$ cat config.mk
export PLATFORM = sky130hd
export DESIGN_NAME = msg_sched_seq_flat
export DESIGN_NICKNAME = d
export VERILOG_FILES = /design/src/rtl/msg_sched_seq_if.sv /design/src/rtl/msg_sched_seq.sv /design/src/flat_wrapper.sv
export SDC_FILE = /design/constraint.sdc
export NUM_CORES = 1
export LEC_CHECK = 0
export CORE_MARGIN = 1
export CORE_UTILIZATION = 35
export CTS_CLUSTER_SIZE = 10
export DETAILED_ROUTE_END_ITERATION = 6
export RECOVER_POWER = 50
export SYNTH_ARGS = -nofsm -noshare
export SYNTH_HDL_FRONTEND = slang
export SYNTH_SLANG_ARGS = --single-unit
$ cat constraint.sdc
create_clock -name clk -period 9.1 [get_ports clk]
set_clock_uncertainty 0.15 [all_clocks]
set_input_delay 1.82 -clock clk [delete_from_list [all_inputs] [get_ports clk]]
set_output_delay 1.82 -clock clk [all_outputs]
set_load 0.05 [all_outputs]
$ cat src/rtl/msg_sched_seq_if.sv
// ALU instruction encodings and the bus bundle connecting msg_sched_seq
// to its load source, the shared ALU and the schedule-word consumer.
package msg_sched_pkg;
  typedef struct packed {
    logic [5:0] opcode;
    logic [5:0] funct;
  } instruction_s;

  localparam instruction_s kNOP  = '{opcode: 6'h00, funct: 6'h00};
  localparam instruction_s kADDU = '{opcode: 6'h00, funct: 6'h21};
  localparam instruction_s kLA   = '{opcode: 6'h1c, funct: 6'h30};  // sigma0(rs)
  localparam instruction_s kLB   = '{opcode: 6'h1c, funct: 6'h31};  // sigma1(rs)
endpackage

interface msg_sched_seq_if;
  import msg_sched_pkg::*;

  logic         start_i;
  logic         load_valid_i;
  logic [31:0]  load_data_i;
  instruction_s alu_op_o;
  logic [31:0]  alu_rd_o;
  logic [31:0]  alu_rs_o;
  logic [31:0]  alu_result_i;
  logic         out_valid_o;
  logic         out_ready_i;
  logic [31:0]  out_data_o;
  logic [5:0]   out_index_o;
  logic         busy_o;
  logic         done_o;

  modport master (
    output start_i, load_valid_i, load_data_i, alu_result_i, out_ready_i,
    input  alu_op_o, alu_rd_o, alu_rs_o, out_valid_o, out_data_o, out_index_o,
           busy_o, done_o
  );

  modport slave (
    input  start_i, load_valid_i, load_data_i, alu_result_i, out_ready_i,
    output alu_op_o, alu_rd_o, alu_rs_o, out_valid_o, out_data_o, out_index_o,
           busy_o, done_o
  );
endinterface

$ cat src/rtl/msg_sched_seq.sv
// SHA-256 message schedule sequencer: loads W[0..15], then computes W[16..63]
// one word at a time through a shared external ALU, five ALU ops per word.
module msg_sched_seq
  import msg_sched_pkg::*;
(
  input  logic           clk,
  input  logic           reset,
  msg_sched_seq_if.slave bus
);
  typedef enum logic [2:0] {IDLE, LOAD, S0, S1, S2, S3, S4, OUT} state_e;

  state_e       r_state;
  state_e       w_next;
  logic [3:0]   r_cnt;
  logic [5:0]   r_t;
  logic         r_done;
  logic [31:0]  r_sb;
  logic [31:0]  r_sa;
  logic [31:0]  r_acc;
  logic [31:0]  r_buf [16];

  logic [3:0]   w_t4;
  logic [3:0]   w_i2;
  logic [3:0]   w_i7;
  logic [3:0]   w_i15;
  logic         w_load;
  logic         w_xfer;
  instruction_s w_op;
  logic [31:0]  w_rd;
  logic [31:0]  w_rs;

  // Circular buffer: W[t-k] lives in slot (t-k) mod 16, and W[t-16] shares t's slot.
  assign w_t4   = r_t[3:0];
  assign w_i2   = w_t4 + 4'd14;
  assign w_i7   = w_t4 + 4'd9;
  assign w_i15  = w_t4 + 4'd1;
  assign w_load = (r_state == LOAD) && bus.load_valid_i;
  assign w_xfer = (r_state == OUT) && bus.out_ready_i;

  always_comb begin
    w_next = r_state;
    w_op   = kNOP;
    w_rd   = '0;
    w_rs   = '0;
    case (r_state)
      IDLE: if (bus.start_i) w_next = LOAD;
      LOAD: if (w_load && r_cnt == 4'd15) w_next = S0;
      S0: begin
        w_op   = kLB;
        w_rs   = r_buf[w_i2];
        w_next = S1;
      end
      S1: begin
        w_op   = kLA;
        w_rs   = r_buf[w_i15];
        w_next = S2;
      end
      S2: begin
        w_op   = kADDU;
        w_rd   = r_sb;
        w_rs   = r_buf[w_i7];
        w_next = S3;
      end
      S3: begin
        w_op   = kADDU;
        w_rd   = r_acc;
        w_rs   = r_sa;
        w_next = S4;
      end
      S4: begin
        w_op   = kADDU;
        w_rd   = r_acc;
        w_rs   = r_buf[w_t4];
        w_next = OUT;
      end
      OUT: if (w_xfer) w_next = (r_t == 6'd63) ? IDLE : S0;
      default: w_next = IDLE;
    endcase
  end

  always_ff @(posedge clk) begin
    if (reset) begin
      r_state <= IDLE;
      r_cnt   <= '0;
      r_t     <= '0;
      r_done  <= 1'b0;
    end else begin
      r_state <= w_next;
      r_done  <= w_xfer && (r_t == 6'd63);
      if (r_state == IDLE && bus.start_i) r_cnt <= '0;
      if (w_load) begin
        r_cnt <= r_cnt + 4'd1;
        if (r_cnt == 4'd15) r_t <= 6'd16;
      end
      if (w_xfer) r_t <= r_t + 6'd1;
    end
  end

  // Datapath registers carry no reset; their contents are only observed
  // once the control state has walked through the states that write them.
  always_ff @(posedge clk) begin
    case (r_state)
      S0:         r_sb  <= bus.alu_result_i;
      S1:         r_sa  <= bus.alu_result_i;
      S2, S3, S4: r_acc <= bus.alu_result_i;
      default: ;
    endcase
    if (!reset) begin
      if (w_load) r_buf[r_cnt] <= bus.load_data_i;
      if (w_xfer) r_buf[w_t4]  <= r_acc;
    end
  end

  assign bus.alu_op_o    = w_op;
  assign bus.alu_rd_o    = w_rd;
  assign bus.alu_rs_o    = w_rs;
  assign bus.out_valid_o = (r_state == OUT);
  assign bus.out_data_o  = (r_state == OUT) ? r_acc : '0;
  assign bus.out_index_o = (r_state == OUT) ? r_t : '0;
  assign bus.busy_o      = (r_state != IDLE);
  assign bus.done_o      = r_done;
endmodule

$ cat src/flat_wrapper.sv
// flat-port wrapper written by rule: the top's interface ports become plain ports
module msg_sched_seq_flat import msg_sched_pkg::*;
  (clk, reset, bus_start_i, bus_load_valid_i, bus_load_data_i, bus_alu_result_i, bus_out_ready_i, bus_alu_op_o, bus_alu_rd_o, bus_alu_rs_o, bus_out_valid_o, bus_out_data_o, bus_out_index_o, bus_busy_o, bus_done_o);
  msg_sched_seq_if bus_i ();
  input  logic clk;
  input  logic reset;
  input wire logic [$bits(bus_i.start_i)-1:0] bus_start_i;
  input wire logic [$bits(bus_i.load_valid_i)-1:0] bus_load_valid_i;
  input wire logic [$bits(bus_i.load_data_i)-1:0] bus_load_data_i;
  input wire logic [$bits(bus_i.alu_result_i)-1:0] bus_alu_result_i;
  input wire logic [$bits(bus_i.out_ready_i)-1:0] bus_out_ready_i;
  output wire logic [$bits(bus_i.alu_op_o)-1:0] bus_alu_op_o;
  output wire logic [$bits(bus_i.alu_rd_o)-1:0] bus_alu_rd_o;
  output wire logic [$bits(bus_i.alu_rs_o)-1:0] bus_alu_rs_o;
  output wire logic [$bits(bus_i.out_valid_o)-1:0] bus_out_valid_o;
  output wire logic [$bits(bus_i.out_data_o)-1:0] bus_out_data_o;
  output wire logic [$bits(bus_i.out_index_o)-1:0] bus_out_index_o;
  output wire logic [$bits(bus_i.busy_o)-1:0] bus_busy_o;
  output wire logic [$bits(bus_i.done_o)-1:0] bus_done_o;
  assign bus_i.start_i = bus_start_i;
  assign bus_i.load_valid_i = bus_load_valid_i;
  assign bus_i.load_data_i = bus_load_data_i;
  assign bus_i.alu_result_i = bus_alu_result_i;
  assign bus_i.out_ready_i = bus_out_ready_i;
  assign bus_alu_op_o = bus_i.alu_op_o;
  assign bus_alu_rd_o = bus_i.alu_rd_o;
  assign bus_alu_rs_o = bus_i.alu_rs_o;
  assign bus_out_valid_o = bus_i.out_valid_o;
  assign bus_out_data_o = bus_i.out_data_o;
  assign bus_out_index_o = bus_i.out_index_o;
  assign bus_busy_o = bus_i.busy_o;
  assign bus_done_o = bus_i.done_o;
  msg_sched_seq u_core (.clk(clk), .reset(reset), .bus(bus_i));
endmodule
==> results of run 1 <==
flip-flops by register name, summed over array words and instances, names as in the netlist, named ones only:
name,cells
u_core.bus.done_o,1
u_core.r_acc,32
u_core.r_buf,512
u_core.r_cnt,4
u_core.r_sa,32
u_core.r_sb,32
u_core.r_state,3
u_core.r_t,6
logic make-up after synthesis:
kind of cell,count (synthesis)
other,1
adders and majority gates,4
and+or+nand+nor,581
buffers and inverters,211
AOI/OAI and AO/OA,312
DFF,626
xor gates and xnor gates,5
muxes,476
worst paths after layout:
kind / start / to / slack (ns) / depth (start not counted)
setup / recovery: u_core.r_state[2] / bus_alu_rs_o[31] / 1.72 / 8
hold / removal: u_core.r_t[5] / u_core.r_t[5] / 0.36 / 1
hold reg to reg: u_core.r_t[5] / u_core.r_t[5] / 0.36 / 1
setup reg to reg: u_core.r_state[1] / u_core.r_buf[3][19] / 3.43 / 6
layout by cell type, fill, tap and decap left out, types with 51 or more instances in the layout:
cell | Yosys | final
mux2i_1 | 113 | 113
clkdlybuf4s50_1 | 0 | 142
buf_4 | 17 | 51
clkbuf_16 | 0 | 75
o21ai_0 | 67 | 67
nand3_1 | 91 | 91
edfxtp_1 | 608 | 608
mux4_2 | 289 | 289
nand2_1 | 288 | 286
final cells by class:
class                           count  area, um2
Fill cell                        8360      55300
Sequential cell                   626      18600
Multi-Input combinational cell   1384      13800
Timing Repair Buffer              235       2260
Clock buffer                       92       1950
Tap cell                         1254       1570
Clock inverter                     15        170
Inverter                           11       42.5
stage by stage:
| stage | power, uW | area (um2) | util, % | setup slack (ns) |
|---|---|---|---|---|
| finish | 5990 | 38500 | 41.0 | 1.72 |
| CTS | 6040 | 38500 | 41.1 | 1.67 |
| floorplan | 3280 | 33300 | - | 2.85 |
| global placement | 3340 | 36400 | 38.8 | 2.42 |
| global route | 6140 | 38500 | 41.0 | 1.61 |
| detailed placement | 3350 | 36400 | 38.8 | 2.32 |
metal layers:
metal / global-route usage, % / share of wire, % / vias up
met2: 37.6 / 47 / 1706
met5: 0 / 0 / -
met1: 29.9 / 37 / 11900
li1: - / - / 9297
met4: 12.1 / 5.2 / 0
met3: 5.80 / 11 / 341
report_power, final:
part	internal [uW]	switching (uW)
logic	37.8	70.3
clock network	1540	1170
registers	3170	4.85
total	4750	1250
synthesized netlist by cell type (all sizes together) (18+ instances only):
master | number | area share, %
a211oi | 22 | 0.50
a21oi | 45 | 0.68
a221oi | 43 | 1.2
a22o | 32 | 0.84
a32oi | 32 | 0.84
and2 | 37 | 0.70
buf | 117 | 2.0
clkbuf | 83 | 0.94
dfxtp | 18 | 1.1
edfxtp | 608 | 55
mux2 | 67 | 2.3
mux2i | 113 | 3.4
mux4 | 296 | 20
nand2 | 288 | 3.3
nand3 | 91 | 1.4
nand4 | 45 | 0.85
nor2 | 56 | 0.63
nor3 | 18 | 0.27
o2111ai | 21 | 0.55
o21ai | 67 | 1.0
==> run metrics, run 1 <==
unrepaired setup endpoints after global routing no; Synth Register Bits approximately 630; wire per inst 31.5 um; crit path kind flip-flop to output pin; post-CTS sizing 0; Setup TNS 0 ns; Setup Viol. Count Final 0; synthesized area per cell 15.0 um2; Worst Hold Class flip-flop to flip-flop; cell count after synthesis 2216; DRT Pass-1 Iters 6; simple-gate share of the synthesized area 8.01%; failing checks max-capacitance violations, max-slew violations; post-synthesis xor/xnor area fraction less than 1%; crit path max fanout 22; layout cells sized above 1 21.7%; Tmin final 7.38 ns; multiplexer share of the synthesized area between 20% and 30%; Die Ht 310 um; Adder-Cell Fraction of Synth Area 0.151%; Max Freq 135 MHz; Power Density between 150 and 200 nW/um2; worst hold slack 0.360 ns; IO buf count ~180; max-cap violations 3; main flop type after synthesis edfxtp_1; I/O pins 186; Leak Pwr ~0.011 uW; Final Non-Filler Cells 3617; H-tree levels 3; CP Capture Type output pin; most frequent CP cell o211ai_1; total wire length 114000 um; max_slew headroom -44.1%; routability cong. 0.841; Syn-to-layout area delta 15.7%; CP bufs+invs 3; Crit-path slowest cell nand2_2; Critical Path, Cell by Cell inv_1, nand3_1, clkinv_2, nand2_2, o211ai_1, a211oi_1, o211ai_1, clkdlybuf4s50_1; dpl cells 3510; async set or reset register ratio after synthesis 0%; Num CTS Buffers 75; pin count of the biggest net entering global routing ~120; n_diodes 0; Initial Utilization 35.5%; Final Max Tran Viols 55; Worst Path Arrival 5.41 ns; CTS Hold Buffers Added 0; CTS root buffer clkbuf_16; first-pass GRT wire length ~160000 um; Final ANT Viol Nets 0; Die Width 310 um; sequential area share after synthesis 56.0%; post-synthesis compound-gate area fraction under 10%; warnings from Yosys 0; FP Rows 112; synth unique cells 57; status finished with violations; Vias/cell 6.43; Vias roughly 23000; Iter 0 DRT Violations 3015; main combinational cell family by area after synthesis multiplexers; core area 93700 um2; CP max stage delay 0.88 ns; post-synthesis cell area between 30000 and 40000 um2; final net count 2406; startpoint class of the critical path flip-flop; vias in the first global route approximately 24000; hpwl dp 65700 um; CP top delay family buffers and inverters; EDFF count, synth 608; Clock Path Buffers 3; crit share post-route 81.1%; Worst Tran Pin Value 2.15 ns; GR Overflow Total 0; GRT Overall Usage 23.6%; DRC 0; CTS sink cnt 626; TritonCTS clock tree built; Worst EP required 7.13 ns; final hold vios 0; Peak VDD IR between 0.1 and 0.15 mV; Post-CTS Setup Bufs 0; initial antenna violation count 3; clk slew on worst S/H paths 0.06 ns; Clock Latency Late Sink 0.62 ns; die area 96200 um2
Note: power is estimated with default switching activity, not from simulation.
==> run 2: changes to the inputs <==
- clock period: 9.1 -> 7.1 ns (I/O delays scaled with it)
==> run metrics, run 2 (same netlist as run 1, synthesis figures left out) <==
status finished with violations; failing checks max-capacitance violations, max-slew violations; final net count 2427; GRT Overall Usage a little under a quarter; CP max stage delay 1.15 ns; Critical Path, Cell by Cell buf_4, nor2b_1, a221oi_1, nor3_1, or3_1, nand4_1, clkdlybuf4s50_1; crit path kind flip-flop to output pin; Post-CTS Setup Bufs 0; Setup Viol. Count Final 0; unrepaired setup endpoints after global routing no; H-tree levels 3; hpwl dp 67700 um; WL met3 about 12000 um; Initial Utilization 35.5%; routability cong. 0.866; DRT Pass-1 Iters 6; Leak Pwr 0.0115 uW; CTS sink cnt 626; IO buf count around 180; CTS root buffer clkbuf_16; max_slew headroom -56.4%; most flop-heavy register u_core.r_buf; Iter 0 DRT Violations 3420; vias in the first global route 23400; n_diodes 0; TritonCTS clock tree built; Setup TNS 0 ns; pin count of the biggest net entering global routing 117; Overall Power 7740 uW; initial antenna violation count 1; Max Freq 155 MHz; Clock Latency Late Sink 0.63 ns; Syn-to-layout area delta 16.7%; die area slightly below 100000 um2; Worst Hold Class flip-flop to flip-flop; clk slew on worst S/H paths 0.06 ns; Final ANT Viol Nets 0; Tmin final 6.46 ns; CP Capture Type output pin; Num CTS Buffers 76; worst hold slack between 0.3 and 0.4 ns; M1 wire length roughly 42000 um; startpoint class of the critical path flip-flop; layout cells sized above 1 22.1%; met2 wire len between 50000 and 60000 um; first-pass GRT wire length 161000 um; Crit-path slowest cell nor2b_1; dpl cells 3530; I/O pins 186; crit path max fanout 43; Vias 23400; Vias/cell 6.42; Worst Path Arrival 4.89 ns; Peak VDD IR 0.196 mV; uppermost layer routed met4; CP bufs+invs 2; total wire length 112000 um; max FFs per register about 510; core area 93700 um2; GR Overflow Total 0; wire per inst 30.8 um; Power Density 200 nW/um2; CTS Hold Buffers Added 0; Final WS setup 0.641 ns; Die Width approximately 310 um; Final Max Tran Viols 56; max-cap violations 3; post-CTS sizing 0; most frequent cells in the layout edfxtp_1 (608), mux4_2 (289), nand2_1 (287), clkdlybuf4s50_1 (143), mux2i_1 (113); crit share post-route between 90% and 100%; CP top delay family simple AND/OR/NAND/NOR gates; FP Rows 112; Setup WS pre-CTS 1.41 ns; Die Ht 310 um; DRC 0; final hold vios 0; Final Non-Filler Cells around 3600; Clock Path Buffers 3; Worst EP required approximately 5.5 ns; Worst Tran Pin Value around 2.3 ns; commonest non-fill, non-tap cell in the layout edfxtp_1
-- run 2: final timing paths --
kind	cells after the start	endpoint	from	slack (ns)
setup / recovery	7	bus_alu_rs_o[22]	u_core.r_t[1]	0.64
hold / removal	1	u_core.r_t[5]	u_core.r_t[5]	0.34
setup reg to reg	5	u_core.r_buf[2][25]	u_core.r_state[1]	1.32
hold reg to reg	1	u_core.r_t[5]	u_core.r_t[5]	0.34
-- run 2: per-layer routing --
layer,global-route usage [%],vias to the layer above
met3,5.16,315
met5,0,-
li1,-,9334
met2,37.9,1671
met4,9.52,0
met1,29.7,12100
-- run 2: layout make-up --
class | instances | area [um2]
timing repair buffer | 255 | 2510
fill | 8324 | 55000
clock buffer | 99 | 2020
inverter | 11 | 42.5
sequential | 626 | 18600
multi-input combinational | 1384 | 13800
tap | 1254 | 1570
clock inverter | 16 | 171
-- run 2: power by group --
group / leakage [uW] / switching, uW / internal (uW)
registers: 0.00562 / 6.52 / 4060
logic: 0.00483 / 92.5 / 48.8
clock network: 0.00106 / 1510 / 2030
total: 0.0115 / 1610 / 6140
-- run 2: per-stage QoR --
stage / cell area (um2) / util [%]
CTS: 38800 / 41.4
finish: 38800 / 41.4
floorplan: 33300 / -
global route: 38800 / 41.4
detailed placement: 36600 / 39.1
global placement: 36600 / 39.1
